**src/rtl/hs_pkg.sv**
```systemverilog
// Shared types for the req/ack transmitter family.
// FSM state encoding and timeout counter sizing helper.
package hs_pkg;

    typedef enum logic [1:0] {
        IDLE = 2'd0,
        REQ  = 2'd1,
        REL  = 2'd2,
        ERR  = 2'd3
    } hs_state_t;

    // Width of a counter that must be able to hold tc
    function automatic int hs_cnt_w(input int tc);
        return (tc < 2) ? 1 : $clog2(tc + 1);
    endfunction

endpackage

```
**src/rtl/hs_sync.sv**
```systemverilog
// Multi-flop synchroniser with async active-low clear.
// Shared by the transmitter and receiver sides of the link.
module hs_sync #(
    parameter int STAGES = 2,
    parameter int W      = 1
) (
    input  logic         clk,
    input  logic         clr,
    input  logic [W-1:0] d,
    output logic [W-1:0] q
);

    logic [W-1:0] ff [STAGES];

    always_ff @(posedge clk or negedge clr) begin
        if (!clr) begin
            for (int i = 0; i < STAGES; i++)
                ff[i] <= '0;
        end else begin
            ff[0] <= d;
            for (int i = 1; i < STAGES; i++)
                ff[i] <= ff[i-1];
        end
    end

    assign q = ff[STAGES-1];

endmodule

```
**src/rtl/hs_tx_fifo.sv**
```systemverilog
// 4-phase req/ack transmitter draining a small word FIFO.
// Optional ack timeout: define HS_TX_TIMEOUT_EN.
module hs_tx_fifo
    import hs_pkg::*;
#(
    parameter int DATA_W      = 6,
    parameter int DEPTH       = 4,
    parameter int SYNC_STAGES = 2,
    parameter int TIMEOUT_CYC = 255
) (
    input  logic                   clk,
    input  logic                   clr,
    input  logic                   en,
    input  logic                   wr_valid,
    input  logic [DATA_W-1:0]      wr_data,
    output logic                   wr_ready,
    input  logic                   ack,
    output logic                   req,
    output logic [DATA_W-1:0]      data_out,
    output logic [$clog2(DEPTH):0] count,
    output logic                   err
);

    localparam int AW = $clog2(DEPTH);
    localparam int CW = AW + 1;

    hs_state_t   state, nxt;
    logic        ack_s;
    logic        start, pop, req_d, tmo;
    logic        full, push;
    logic [AW-1:0] wr_ptr, rd_ptr;
    logic [CW-1:0] cnt;
    logic [DATA_W-1:0] mem [DEPTH];

    hs_sync #(.STAGES(SYNC_STAGES), .W(1)) u_sync (
        .clk (clk),
        .clr (clr),
        .d   (ack),
        .q   (ack_s)
    );

    assign full     = (cnt == CW'(DEPTH));
    assign push     = wr_valid && !full;
    assign wr_ready = !full;
    assign count    = cnt;

    always_ff @(posedge clk or negedge clr) begin
        if (!clr) state <= IDLE;
        else      state <= nxt;
    end

    always_comb begin
        nxt = state;
        unique case (state)
            IDLE: if (en && cnt != '0 && !ack_s) nxt = REQ;
            REQ:  if (ack_s) nxt = REL;
                  else if (tmo) nxt = ERR;
            REL:  if (!ack_s) nxt = IDLE;
                  else if (tmo) nxt = ERR;
            ERR:  nxt = ERR;
            default: nxt = IDLE;
        endcase
    end

    always_comb begin
        start = (state == IDLE) && (nxt == REQ);
        pop   = (state == REQ) && (nxt == REL);
        req_d = (nxt == REQ);
    end

`ifdef HS_TX_TIMEOUT_EN
    localparam int TW = hs_cnt_w(TIMEOUT_CYC);
    logic [TW-1:0] wcnt;
    logic          busy;

    assign busy = (state == REQ) || (state == REL);
    assign tmo  = busy && (wcnt == TW'(TIMEOUT_CYC - 1));
    assign err  = (state == ERR);

    // Restart the wait on every state change
    always_ff @(posedge clk or negedge clr) begin
        if (!clr)               wcnt <= '0;
        else if (state != nxt)  wcnt <= '0;
        else if (busy)          wcnt <= wcnt + 1'b1;
    end
`else
    logic unused_tmo;
    assign unused_tmo = ^TIMEOUT_CYC;
    assign tmo        = 1'b0;
    assign err        = 1'b0;
`endif

    always_ff @(posedge clk) begin
        if (push) mem[wr_ptr] <= wr_data;
    end

    always_ff @(posedge clk or negedge clr) begin
        if (!clr) begin
            wr_ptr <= '0;
            rd_ptr <= '0;
            cnt    <= '0;
        end else begin
            if (push) wr_ptr <= wr_ptr + 1'b1;
            if (pop)  rd_ptr <= rd_ptr + 1'b1;
            unique case ({push, pop})
                2'b10:   cnt <= cnt + 1'b1;
                2'b01:   cnt <= cnt - 1'b1;
                default: cnt <= cnt;
            endcase
        end
    end

    always_ff @(posedge clk or negedge clr) begin
        if (!clr) begin
            req      <= 1'b0;
            data_out <= '0;
        end else begin
            req <= req_d;
            if (start) data_out <= mem[rd_ptr];
        end
    end

endmodule

```
**config.mk**
```make
export PLATFORM = sky130hd
export DESIGN_NAME = hs_tx_fifo
export DESIGN_NICKNAME = d
export VERILOG_FILES = /design/src/rtl/hs_pkg.sv /design/src/rtl/hs_sync.sv /design/src/rtl/hs_tx_fifo.sv
export SDC_FILE = /design/constraint.sdc
export NUM_CORES = 1
export LEC_CHECK = 0
export ABC_AREA = 1
export CAP_MARGIN = 20
export CORE_AREA = 2 2 89 65
export DETAILED_ROUTE_END_ITERATION = 10
export DIE_AREA = 0 0 91 67
export DONT_BUFFER_PORTS = 1
export SYNTH_ARGS = -nofsm -noshare
export SYNTH_HDL_FRONTEND = slang
export SYNTH_HIERARCHICAL = 1
export SYNTH_SLANG_ARGS = --single-unit
```
**constraint.sdc**
```tcl
create_clock -name clk -period 3.21 [get_ports clk]
set_clock_uncertainty 0.1 [all_clocks]
set_input_delay 0.963 -clock clk [delete_from_list [all_inputs] [get_ports clk]]
set_output_delay 0.963 -clock clk [all_outputs]
set_load 0.02 [all_outputs]
```
# == Word level (Yosys, flattened, before mapping) ==
# Memory sizes are Yosys's and may differ from the RTL's. A register that Yosys moved wholly into a read port is not among the register bits.
# Index checks and enable logic that the tools add are counted.
# word_totals
input_bits,11
wordCells,38
ff_bits,12
mem_count,1
out_inout_bits,12
mem_bits_rw,24
# memory_table
memory,depth,word_bits,rd,rd_ports_with_merged_regs,write_ports,line,rtl
mem,4,6,1,1,1,hs_tx_fifo.sv:33,logic [DATA_W-1:0] mem [DEPTH];
# classes
reduce_logical,11
eq_ne,8
mux,7
add_sub_neg,4
# op_table
op,count
"2-bit equality test, second input constant",4
2-bit case mux with 4 select lines,1
"2-bit by 1-bit equality test with 1-bit output, second input constant",3
2-bit two-way mux,3
3-bit case mux with 2 select lines,1
1-bit logical AND,5
"2-bit by 1-bit adder with 2-bit output, second input constant",2
"3-bit by 1-bit adder with 3-bit output, second input constant",1
"3-bit equality test, second input constant",1
1-bit zero test,3
3-bit nonzero test,1
"3-bit by 1-bit subtractor with 3-bit output, second input constant",1
2-bit zero test,1
1-bit two-way mux,2
2-bit nonzero test,1

# == Depth between registers and ports, before layout ==
# logic_depth
word_depth,9
mapped_depth,10
depth_no_buf,10

# == Hierarchy ==
# Netlist, hierarchy kept.
# by_module_without_submodules
mod,cells_per_inst,area_per_inst_um2,seq_area_each_um2,n_inst
hs_tx_fifo,190,1829.3,1121.1,1
hs_sync,2,50.0,50.0,1

# == Least setup slack after synthesis ==
# No wires, ideal clock.
# synth_path
path_type,input -> register
from,input port wr_valid
to,register cnt[2] (netlist: count[2])
stages,7
t_arrival_ps,1943
path_slack_ps,1044
path_buffers,0
path_cell_list,nand2_2 > ha_1 > inv_1 > fa_1 > nand2_1 > nand3_1 > xor2_1
# synth_between
elab_chain_len,3
word_cells_on_any_way,5
cone_classes,eq/ne (2); mux (1); reduce/logical (2)
# synth_lines
element,line,rtl
start: declaration,hs_tx_fifo.sv:14,"input logic wr_valid,"
1-bit logical AND *,hs_tx_fifo.sv:43,assign push = wr_valid && !full;
2-bit by 1-bit equality test with 1-bit output or 2-bit equality test (tied branches),hs_tx_fifo.sv:105,"unique case ({push, pop})"
3-bit case mux with 2 select lines or 2-bit nonzero test (tied branches),--,
end signal: assignment,hs_tx_fifo.sv:106,2'b10: cnt <= cnt + 1'b1;
end signal: assignment,hs_tx_fifo.sv:107,2'b01: cnt <= cnt - 1'b1;
end signal: assignment,hs_tx_fifo.sv:108,default: cnt <= cnt;
end: declaration,hs_tx_fifo.sv:32,logic [CW-1:0] cnt;
# Every way passes the cells marked *; elsewhere a longest branch is shown, timed or not.
# A chain may end at the register's enable or synchronous reset.

# == Worst setup path in the final report ==
# layout_path
from,register cnt[1] (netlist: count[1])
to,output port wr_ready
# layout_between
elab_chain_len,2
# layout_lines
element,line,rtl
3-bit equality test,hs_tx_fifo.sv:42,assign full = (cnt == CW'(DEPTH));
1-bit zero test,hs_tx_fifo.sv:44,assign wr_ready = !full;
end: declaration,hs_tx_fifo.sv:16,"output logic wr_ready,"
# Every way passes these cells.

==> out/results.ini <==
[run_status]
status = finished, final reports clean

[timing]
setup_violations = 0
slew_violations = 0
hold_viol = 0
period_share_pct = 67.92
whs_ns = 0.2528
slew_headroom_pct = 55.62
maxClockFrequency_ghz = 0.4587
finalSetupTns_ns = 0
worst_slew_pin_slew_ns = 0.6633
min_period_ns = 2.180
grt_setup_unrepaired = false

[die]
start_util_pct = 36.32
die_area_sq_um = 6097
num_rows = 22
fp.coreArea_sq_um = 5175
dieWidth_um = 91
ios = 23
die_h_um = 67

[synthesis]
synth_seq_cells = 42
ys_seq_area_share_pct = 62.32
synth_cell_types = 21
synth_nets = 209
yosysWarningCount = 6
syn-cell-area_sq_um = 1879
syn_avg_cell_area_sq_um = 9.788
netlist_instances = 192

[cells_and_area]
nets = 212
area_delta_synth_final_pct = 7.457
fin_area_sq_um = 2019
layout_common_cells = nand2_1, inv_1, edfxtp_1
final_layout_size_suffix_gt1_share_pct = 6.633
post-route-util_pct = 39.02
n_antenna_cell = 0
final_cells = 268
final_common_cell = nand2_1

[clock_tree]
post_cts_buffers = 0
cts_hold_buf = 0
cts_tree = built
cts_root_buffer = clkbuf_8
h-tree-depth = 2
cts_sinks = 42
cts_buffer_depth = 2
clock_latency_ns = 0.29
cts_resized = 0
cts_made_buffers = 5
clkTransAtPathRegs_ns = 0.07

[worst_setup_path]
timing.rr.end = count[2]$_DFFE_PN0P_
worstPathRequired_ns = 2.15
crit_type = reg2out
arrival_ns = 1.12
cp_max_fo = 3
rrSetupSlack_ns = 1.04
rr_startpoint = count[1]$_DFFE_PN0P_
cp-end-kind = primary output
r2r_cells = 9
cp-start-kind = flip-flop

[global_routing]
grt_usage_pct = 11.65
antenna_found_initial = 0
met3_usage_pct = 4.751
busiest_layer = met2
grt_pass1_vias = 1080
grt_overflow_total = 0
grt_pass1_wl_um = 5306
grt_max_degree = 19
grt_util_met1_pct = 15.67
use_met2_pct = 17.22

[pwr]
powerDensity_nw_per_um2 = 883.2
leakage_nw = 0.9847
ir_drop_mv = 0.4075

[job]
drv_cap = 0

[detailed_routing]
vias = 1142
wl_um = 3251
routed_via_density = 4.261
drc = 0
ant_nets = 0
wl_per_cell_um = 12.13
firstDrtPassIters = 4
drtIter0Drc = 56

[placed_design]
placed_area_sq_um = 1938
port_buffers = 0
place_hpwl_um = 2326
place_congestion = 0.6951
place_inst = 260

[worst_hold_path]
hold_class = reg2reg
min_from = u_sync/ff[1]$_DFF_PN0_
whs_endpoint = u_sync/q$_DFF_PN0_
hold_path_depth = 0

[state kept, by name (all words and copies together), names as in the netlist]
name / count
count: 3
u_sync/ff: 1
u_sync/q: 1
data_out: 6
state: 2
wr_ptr: 2
mem: 24
rd_ptr: 2
req: 1
[power breakdown]
part | switching [mW] | internal, mW
Sequential | 0.208 | 0.738
Clock | 0.175 | 0.150
Combinational | 0.333 | 0.179
Total | 0.717 | 1.07
[routing by layer]
metal,vias to the layer above,part of all wire [%]
li1,581,-
met1,534,52
met2,23,42
met3,4,5.6
met4,0,0.62
met5,-,0
[worst max-delay path: stages (launching register included)]
cell,delay (ns)
dfrtp_1,0.48
inv_1,0.17
nand3_2,0.18
[through the flow]
stage	setup WS [ns]	total power [mW]
6_report	1.030	1.783
5_1_grt	0.8726	1.929
4_1_cts	1.013	1.804
3_5_place_dp	0.9488	1.481
3_3_place_gp	0.9988	1.467
2_1_floorplan	1.044	1.363
[kinds of logic (layout without fill, tap and decap cells)]
kind of cell | Yosys count | count (layout) | share of synthesized area [%]
adder cells (fa/ha/maj) | 6 | 6 | 4.394
buffers and inverters | 48 | 52 | 10.45
XOR/XNOR | 5 | 5 | 2.330
other | 1 | 1 | 0.1995
AND/OR/NAND/NOR | 86 | 86 | 19.24
AO/OA/AOI/OAI | 4 | 4 | 1.065
flip-flops | 42 | 42 | 62.32
[how the worst max path moves through the flow]
| stage | slack, ns | from | cells after the start | end |
|---|---|---|---|---|
| 2_1_floorplan | 1.04 | wr_valid | 7 | count[2]$_DFFE_PN0P_ |
| 3_3_place_gp | 1.0 | wr_valid | 7 | count[2]$_DFFE_PN0P_ |
| 3_5_place_dp | 0.95 | wr_valid | 7 | count[2]$_DFFE_PN0P_ |
| 4_1_cts | 1.01 | count[1]$_DFFE_PN0P_ | 2 | wr_ready |
| 5_1_grt | 0.87 | count[1]$_DFFE_PN0P_ | 9 | count[2]$_DFFE_PN0P_ |
| 6_report | 1.03 | count[1]$_DFFE_PN0P_ | 2 | wr_ready |
[layout make-up]
class / instances / area, sq um
clock buffers: 6 / 72.57
clock inverters: 2 / 8.758
fillers: 565 / 3156
inverters: 44 / 165.2
multi-input cells: 102 / 511.7
flip-flops and latches: 42 / 1171
well taps: 72 / 90.09
[Yosys cell counts, drive strengths merged]
| library cell | n | area (sq um) |
|---|---|---|
| inv | 44 | 165.2 |
| a21oi | 2 | 10.01 |
| dfrtp | 18 | 450.4 |
| fa | 1 | 20.02 |
| edfxtp | 24 | 720.7 |
| ha | 5 | 62.56 |
| conb | 1 | 3.750 |
| nor2 | 9 | 43.80 |
| buf | 4 | 31.27 |
| nand3 | 17 | 90.09 |
| nand2 | 60 | 227.7 |
| o21ai | 2 | 10.01 |
| xor2 | 4 | 35.03 |
| xnor2 | 1 | 8.760 |
(Power assumes the default switching activity.)
